<file path="config.mk">
export PLATFORM = sky130hd
export DESIGN_NAME = cond_unit_vec
export DESIGN_NICKNAME = d
export VERILOG_FILES = /design/src/rtl/cond_unit_vec.sv
export SDC_FILE = /design/constraint.sdc
export NUM_CORES = 1
export LEC_CHECK = 0
export ABC_AREA = 0
export CORE_MARGIN = 2
export CORE_UTILIZATION = 35
export DETAILED_ROUTE_END_ITERATION = 10
export PLACE_DENSITY = 0.85
export SYNTH_ARGS = -nofsm -noshare
export SYNTH_HDL_FRONTEND = slang
export SYNTH_SLANG_ARGS = --single-unit
</file>
<file path="constraint.sdc">
create_clock -name clk -period 4 [get_ports clk]
set_input_delay 0.8 -clock clk [delete_from_list [all_inputs] [get_ports clk]]
set_output_delay 0.8 -clock clk [all_outputs]
set_load 0.005 [all_outputs]
</file>
<file path="src/rtl/cond_unit_vec.sv">
// -----------------------------------------------------------------------------
// cond_unit_vec
//
// Condition unit for the vector execute stage. It holds a registered flag file
// (one Zero and one Negative flag per lane, plus a scalar Carry) and evaluates
// a selectable condition code against it. The result gates branches, scalar
// writebacks, memory writes and the per-lane vector write enables.
//
// A taken branch starts a fixed-length flush sequence. While it runs, the
// wrong-path instructions behind the branch are squashed. Squashing forces all
// write and branch outputs to 0 and blocks flag capture.
//
// Parameters
//   LANES        number of vector lanes (>= 1)
//   OPW          opcode width
//   BRL_OP       branch-and-link opcode; selects the link value after the ALU
//   FLUSH_CYCLES flush length after a taken branch (0 = no flush)
//
// Ports
//   clk            rising-edge clock
//   reset          asynchronous reset, active low
//   flagUpdate     capture ALU flags at this edge (IDLE only)
//   aluZero/aluNeg per-lane zero / sign result from the ALU
//   aluCarry       scalar carry out from the ALU
//   PCS            instruction in E is a branch
//   regW           instruction requests a register write
//   memWriteSrc    instruction requests a memory write
//   predMode       1 = predicate lane writes by the lane zero flags
//   condSel        condition code
//   opcodeE        execute-stage opcode
//   PCSrc          take branch target (combinational)
//   RegWrite       gated scalar register write (combinational)
//   memWrite       gated memory write (combinational)
//   laneWriteEn    gated per-lane vector write (combinational)
//   postAluMuxSel  select link value after the ALU (combinational)
//   flush          squash fetch/decode (registered)
//   zeroFlags      registered zero flags, for debug
// -----------------------------------------------------------------------------
module cond_unit_vec #(
    parameter int                LANES        = 4,
    parameter int                OPW          = 4,
    parameter logic [OPW-1:0]    BRL_OP       = 4'b1001,
    parameter int                FLUSH_CYCLES = 2
) (
    input  logic                 clk,
    input  logic                 reset,
    input  logic                 flagUpdate,
    input  logic [LANES-1:0]     aluZero,
    input  logic [LANES-1:0]     aluNeg,
    input  logic                 aluCarry,
    input  logic                 PCS,
    input  logic                 regW,
    input  logic                 memWriteSrc,
    input  logic                 predMode,
    input  logic [2:0]           condSel,
    input  logic [OPW-1:0]       opcodeE,
    output logic                 PCSrc,
    output logic                 RegWrite,
    output logic                 memWrite,
    output logic [LANES-1:0]     laneWriteEn,
    output logic                 postAluMuxSel,
    output logic                 flush,
    output logic [LANES-1:0]     zeroFlags
);

    // The counter must hold FLUSH_CYCLES. It stays one bit wide when the flush
    // is disabled, so the declaration never collapses to zero width.
    localparam int CNT_W = (FLUSH_CYCLES > 0) ? $clog2(FLUSH_CYCLES + 1) : 1;
    localparam logic [CNT_W-1:0] CNT_LOAD = CNT_W'(FLUSH_CYCLES);
    localparam logic [CNT_W-1:0] CNT_ONE  = CNT_W'(1);

    // Condition codes
    localparam logic [2:0] CC_AL = 3'b000;
    localparam logic [2:0] CC_EQ = 3'b001;
    localparam logic [2:0] CC_NE = 3'b010;
    localparam logic [2:0] CC_LT = 3'b011;
    localparam logic [2:0] CC_GE = 3'b100;
    localparam logic [2:0] CC_AZ = 3'b101;
    localparam logic [2:0] CC_CS = 3'b110;
    localparam logic [2:0] CC_NV = 3'b111;

    typedef enum logic {
        IDLE  = 1'b0,
        FLUSH = 1'b1
    } state_t;

    // -------------------------------------------------------------------------
    // State
    // -------------------------------------------------------------------------
    state_t             state_q, state_d;
    logic [CNT_W-1:0]   cnt_q, cnt_d;
    logic               flush_q, flush_d;
    logic [LANES-1:0]   zf_q, zf_d;
    logic [LANES-1:0]   nf_q, nf_d;
    logic               cf_q, cf_d;

    // -------------------------------------------------------------------------
    // Condition evaluation (registered flags only)
    // -------------------------------------------------------------------------
    logic all_z;
    logic any_z;
    logic neg;
    logic pass;
    logic idle;
    logic act;

    assign all_z = &zf_q;
    assign any_z = |zf_q;
    assign neg   = nf_q[0];
    assign idle  = (state_q == IDLE);

    always_comb begin
        pass = 1'b0;
        unique case (condSel)
            CC_AL:   pass = 1'b1;
            CC_EQ:   pass = all_z;
            CC_NE:   pass = ~all_z;
            CC_LT:   pass = neg;
            CC_GE:   pass = ~neg;
            CC_AZ:   pass = any_z;
            CC_CS:   pass = cf_q;
            CC_NV:   pass = 1'b0;
            default: pass = 1'b0;
        endcase
    end

    // While a flush runs, the instruction in E is on the wrong path.
    // Everything it would do is suppressed, including a branch.
    assign act = pass & idle;

    // -------------------------------------------------------------------------
    // Gated outputs (combinational, zero latency)
    // -------------------------------------------------------------------------
    logic pc_src;
    logic reg_write;

    assign pc_src        = PCS & act;
    assign reg_write     = regW & act;
    assign PCSrc         = pc_src;
    assign RegWrite      = reg_write;
    assign memWrite      = memWriteSrc & act;
    assign postAluMuxSel = pc_src & (opcodeE == BRL_OP);

    // When predication is on, a lane whose zero flag is set keeps its old value.
    for (genvar gi = 0; gi < LANES; gi++) begin : g_lane_we
        assign laneWriteEn[gi] = reg_write & (predMode ? ~zf_q[gi] : 1'b1);
    end

    assign flush     = flush_q;
    assign zeroFlags = zf_q;

    // -------------------------------------------------------------------------
    // Flag file next state: capture only in IDLE
    // -------------------------------------------------------------------------
    always_comb begin
        zf_d = zf_q;
        nf_d = nf_q;
        cf_d = cf_q;
        if (flagUpdate && idle) begin
            zf_d = aluZero;
            nf_d = aluNeg;
            cf_d = aluCarry;
        end
    end

    // -------------------------------------------------------------------------
    // Flush FSM next state
    // -------------------------------------------------------------------------
    always_comb begin
        state_d = state_q;
        cnt_d   = cnt_q;
        unique case (state_q)
            IDLE: begin
                if (pc_src && (FLUSH_CYCLES > 0)) begin
                    state_d = FLUSH;
                    cnt_d   = CNT_LOAD;
                end
            end
            FLUSH: begin
                // A branch seen here was squashed above, so it cannot
                // restart the counter.
                cnt_d = cnt_q - CNT_ONE;
                if (cnt_q == CNT_ONE) begin
                    state_d = IDLE;
                end
            end
            default: begin
                state_d = IDLE;
                cnt_d   = '0;
            end
        endcase
        // Register flush so the flush output comes straight from a flop.
        flush_d = (state_d == FLUSH);
    end

    // -------------------------------------------------------------------------
    // Registers
    // -------------------------------------------------------------------------
    always_ff @(posedge clk or negedge reset) begin
        if (!reset) begin
            state_q <= IDLE;
            cnt_q   <= '0;
            flush_q <= 1'b0;
            zf_q    <= '0;
            nf_q    <= '0;
            cf_q    <= 1'b0;
        end else begin
            state_q <= state_d;
            cnt_q   <= cnt_d;
            flush_q <= flush_d;
            zf_q    <= zf_d;
            nf_q    <= nf_d;
            cf_q    <= cf_d;
        end
    end

    // The sign flags of lanes above 0 are kept in the flag file. No current
    // condition code reads them.
    logic unused_nf;
    assign unused_nf = ^nf_q;

endmodule

</file>
## After elaboration in Yosys (flattened, before gate mapping)

Cells that the tools add are included.

- Bits in registers: 9
- Input bits: 23
- Output and inout bits: 13

- Add/sub/neg operators: 1
- Equal/unequal tests: 10
- Muxes and demuxes: 10
- Bitwise operators: 16
- Reductions and logical operators: 4

Operator list:

| operator | count |
|---|---|
| $eq A3 B3 Y1 const B | 4 |
| $and A1 B1 Y1 | 9 |
| $pmux W1 S8 | 1 |
| $not A1 Y1 | 7 |
| $eq A3 B2 Y1 const B | 2 |
| $mux W1 | 6 |
| $eq A4 B4 Y1 const B | 1 |
| $pmux W2 S2 | 1 |
| $reduce_and A4 Y1 | 1 |
| $reduce_or A4 Y1 | 1 |
| $eq A3 B1 Y1 const B | 1 |
| $logic_not A3 Y1 | 1 |
| $eq A2 B1 Y1 const B | 1 |
| $mux W2 | 1 |
| $ne A2 B1 Y1 const B | 1 |
| $pmux W1 S2 | 1 |
| $sub A2 B1 Y2 const B | 1 |
| $logic_and A1 B1 Y1 | 1 |

## Depth between registers and ports, before layout

Gate-level depths: netlist (run 1).

- Word-level depth: 7
- Mapped depth: 5

## Worst setup path after synthesis (run 1)

OpenSTA, ideal clock, no wires.

- Kind: in2out
- Start: input condSel[1]
- End: output laneWriteEn[0]
- Arrival: 1.917 ns
- Required time: 3.200 ns
- Setup slack: 1.283 ns
- Stages: 5
- Path through: nor2b_1 -> o32a_1 -> a221o_1 -> buf_6 -> a211oi_1

- Cells in the longest elaborated chain, start to end: 5
- Elaborated cells between the ends (all ways): 12
- Classes of those cells: eq/ne (7); mux (1); bitwise (3); reduce/logical (1)

RTL lines:

| what | RTL line | source |
|---|---|---|
| from (decl) | 55 | `input logic [2:0] condSel,` |
| $eq A3 B3 Y1, or another cell as far along | 114 | `unique case (condSel)` |
| $pmux W1 S8 * | 114 |  |
| $and A1 B1 Y1 * | 129 | `assign act = pass & idle;` |
| $and A1 B1 Y1 * | 138 | `assign reg_write = regW & act;` |
| $and A1 B1 Y1 * | 146 | `assign laneWriteEn[gi] = reg_write & (predMode ? ~zf_q[gi] : 1'b1);` |
| to (decl) | 60 | `output logic [LANES-1:0] laneWriteEn,` |

Mark *: on every way between the ends. The rest lies on a longest branch, timed or not.

## Worst setup path after layout (run 1)

- Start: input condSel[1]
- End: output laneWriteEn[1]

The elaborated chain is that of the path after synthesis.

==> results of run 1 <==
==> final cells by class <==
| class | count | area [sq um] | share of cell area [%] |
|---|---|---|---|
| multi-input cells | 32 | 247.7 | 28.91 |
| inverters | 5 | 18.77 | 2.190 |
| clock buffers | 4 | 26.28 | 3.066 |
| repair buffers | 32 | 320.3 | 37.37 |
| flip-flops and latches | 9 | 225.2 | 26.28 |
| well taps | 15 | 18.77 | 2.190 |
==> worst reg2reg max path: cells and delay by family, from the launching register on <==
kind	cells	cell delay (ns)
AOI/OAI and AO/OA	2	0.69
DFF	1	0.43
and+or+nand+nor	1	0.13
muxes	1	0.32
==> flip-flops by register name (all words and copies together), names as in the netlist <==
signal	count
zeroFlags	4
cnt_q	2
cf_q	1
flush	1
nf_q	1
==> path summary, 6_finish.rpt <==
path	start	end	slack (ns)	cells past startpoint
setup / recovery	condSel[1]	laneWriteEn[1]	0.23	6
min in group asynchronous	reset	zeroFlags[2]$_DFFE_PN0P_	0.84	1
hold / removal	cf_q$_DFFE_PN0P_	cf_q$_DFFE_PN0P_	0.51	1
max in group asynchronous	reset	zeroFlags[3]$_DFFE_PN0P_	2.89	1
setup reg to reg	zeroFlags[3]$_DFFE_PN0P_	cnt_q[0]$_DFFE_PN0P_	2.32	4
hold reg to reg	cf_q$_DFFE_PN0P_	cf_q$_DFFE_PN0P_	0.51	1
==> through the flow <==
stage                     instances  area (sq um)  total power [uW]
after floorplan                  48         506.7             303.6
after global placement           93         830.8             413.4
after detailed placement         93         830.8             421.8
after CTS                        97         857.1             490.0
after global routing             97         857.1             523.7
final                            97         857.1             483.8
==> per-layer routing <==
metal	global-route usage [%]	vias to the layer above	wire (um)
li1	-	246	-
met1	18.16	219	482
met2	26.25	16	618
met3	1.724	2	61
met4	5.625	0	5
met5	0	-	0
==> power groups by stage <==
stage / registers, uW / logic (uW) / clock network (uW)
global route: 197 / 251 / 75.4
detailed placement: 190 / 231 / 0
CTS: 189 / 232 / 68.5
global placement: 187 / 226 / 0
finish: 190 / 228 / 65.1
floorplan: 181 / 123 / 0
==> cell families after synthesis <==
logic type      after synthesis  share of synthesized area (%)
xor+xnor                      1                          1.729
compound gates               10                          15.56
mux                           7                          15.55
buf+inv                       7                          6.666
fa+ha+maj                     1                          2.469
flops                         9                          44.45
simple gates                 13                          13.58
==> placed cells by master, fill, tap and decap left out, types with 3 or more instances in the layout <==
cell	synthesis	final
a211oi_1	4	4
clkbuf_4	0	3
clkdlybuf4s50_1	0	32
dfrtp_1	9	9
inv_1	5	5
mux2_2	6	6
nor2_1	4	4
nor2b_1	3	3
==> results.sh, run 1 <==
export IMPL_tns_ns=0
export IMPL_area_growth_pct=69.14
export IMPL_yosysMostFrequentCell="dfrtp_1"
export IMPL_h_tree_depth=1
export IMPL_grt_max_degree=12
export IMPL_crit_path_frequent_cell="clkdlybuf4s50_1"
export IMPL_synth_edf_count=0
export IMPL_swShare_pct=31.94
export IMPL_die_h_um=42.05
export IMPL_nFillCells=116
export IMPL_setup_worst_path_start_class="input pin"
export IMPL_slowest_delay_ns=0.53
export IMPL_nNetsFinal=107
export IMPL_rsz0062_at_grt="no"
export IMPL_max_slew_margin_pct=64.26
export IMPL_track_usage_pct=14.76
export IMPL_slowest_stage="clkdlybuf4s50_1"
export IMPL_clk_path_buf_depth=2
export IMPL_async_flop_share_pct=100.0
export IMPL_grt_pass1_wl_um=2056
export IMPL_post_cts_resized=0
export IMPL_fin_crit_sh_pct=94.18
export IMPL_clk_pin_slew_ns=0.06
export IMPL_hold_violations=0
export IMPL_worstPathMaxFanout=11
export IMPL_p_int_uw=329.3
export IMPL_status="complete, no violations"
export IMPL_first_iter_violations=3
export IMPL_die_x_um=42.05
export IMPL_syn_avg_cell_area_sq_um=10.56
export IMPL_rows=13
export IMPL_gp_congestion=0.6739
export IMPL_critPathRequiredTime_ns=3.20
export IMPL_post_cts_setup_buffer_count=0
export IMPL_antenna_cells=0
export IMPL_numCtsBuffers=3
export IMPL_combPwrFrac_pct=47.2
export IMPL_drc=0
export IMPL_min_period_ns=3.767
export IMPL_finalSetupViolCount=0
export IMPL_power_leakage_uw=0.0003436
export IMPL_vdd_drop_max_mv=0.3377
export IMPL_wl_um=1167
export IMPL_switching_power_uw=154.5
export IMPL_tightestPinTransition_ns=0.5349
export IMPL_place_ws_ns=0.1931
export IMPL_insertion_delay_ns=0.25
export IMPL_slew_violations=0
export IMPL_cts_tree="yes"
export IMPL_hold_ws_ns=0.5142
export IMPL_vias=483
export IMPL_drtPass1Iterations=2
export IMPL_grt_pass1_vias=492
export IMPL_yosys_warnings=0
export IMPL_viasPerCell=4.979
export IMPL_hp_class="reg -> reg"
export IMPL_dieArea_sq_mm=0.001768
export IMPL_setup_slack_ns=0.2328
export IMPL_ys_top_cells_by_count="9 x dfrtp_1, 6 x mux2_2, 5 x inv_1, 4 x a211oi_1, 4 x nor2_1"
export IMPL_cts_root_buf="clkbuf_4"
export IMPL_drive_gt1_share_pct=10.98
export IMPL_start_util_pct=37.99
export IMPL_pwr_share_seq_pct=39.3
export IMPL_ant_nets=0
export IMPL_grt_antenna_before_repair=0
export IMPL_ys_flop_type="dfrtp_1"
export IMPL_io_buffers=32
export IMPL_p_clk_share_pct=13.5
export IMPL_ys_types=23
export IMPL_maxCapViolations=0
export IMPL_yosys_area_top_type="dfrtp_1"
export IMPL_worst_ep_arrival_time_ns=2.97
export IMPL_final_core_util_pct=64.26
export IMPL_synth_top_area_share_pct=44.44
export IMPL_max_freq_mhz=265.5
export IMPL_ys_seq_elements=9
export IMPL_synth_area_sq_um=506.7
export IMPL_routedWlPerCell_um=12.03
export IMPL_overflow=0
export IMPL_yosysSeqAreaShare_pct=44.44
export IMPL_path_cells="clkdlybuf4s50_1 > nor2b_1 > o32a_1 > a221o_1 > a211oi_1 > clkdlybuf4s50_1"
export IMPL_clock_sinks=9
export IMPL_path_buf_inv=2
export IMPL_synth_area_leaders="dfrtp_1 44%, mux2_2 13%, a211oi_1 5.9%"
export IMPL_criticalPathCategory="in -> out"
export IMPL_hpwl_um=977.1
export IMPL_synth_cells=48
export IMPL_worstSetupEndpointType="output port"
export IMPL_synth_nets=72
export IMPL_critical_path_top_delay_family="compound AO/OA/AOI/OAI gates"
export IMPL_hold_buffers=0
export IMPL_core_area_sq_mm=0.001334
export IMPL_pin_count=36
export IMPL_fin_skew_ns=0.0009105
export IMPL_power_density_mw_per_mm2=564.5
Power figures use the tool's default switching activity.
==> run 2: changes to the inputs <==
SKIP_CTS_REPAIR_TIMING = 1   (was not set)
==> results of run 2 <==
The final DEF is identical to that of run 1; final timing and power are the same.
==> run 3: changes to the inputs <==
GPL_ROUTABILITY_DRIVEN = 0   (was not set)
==> results of run 3 <==
The final DEF is identical to that of run 1; final timing and power are the same.
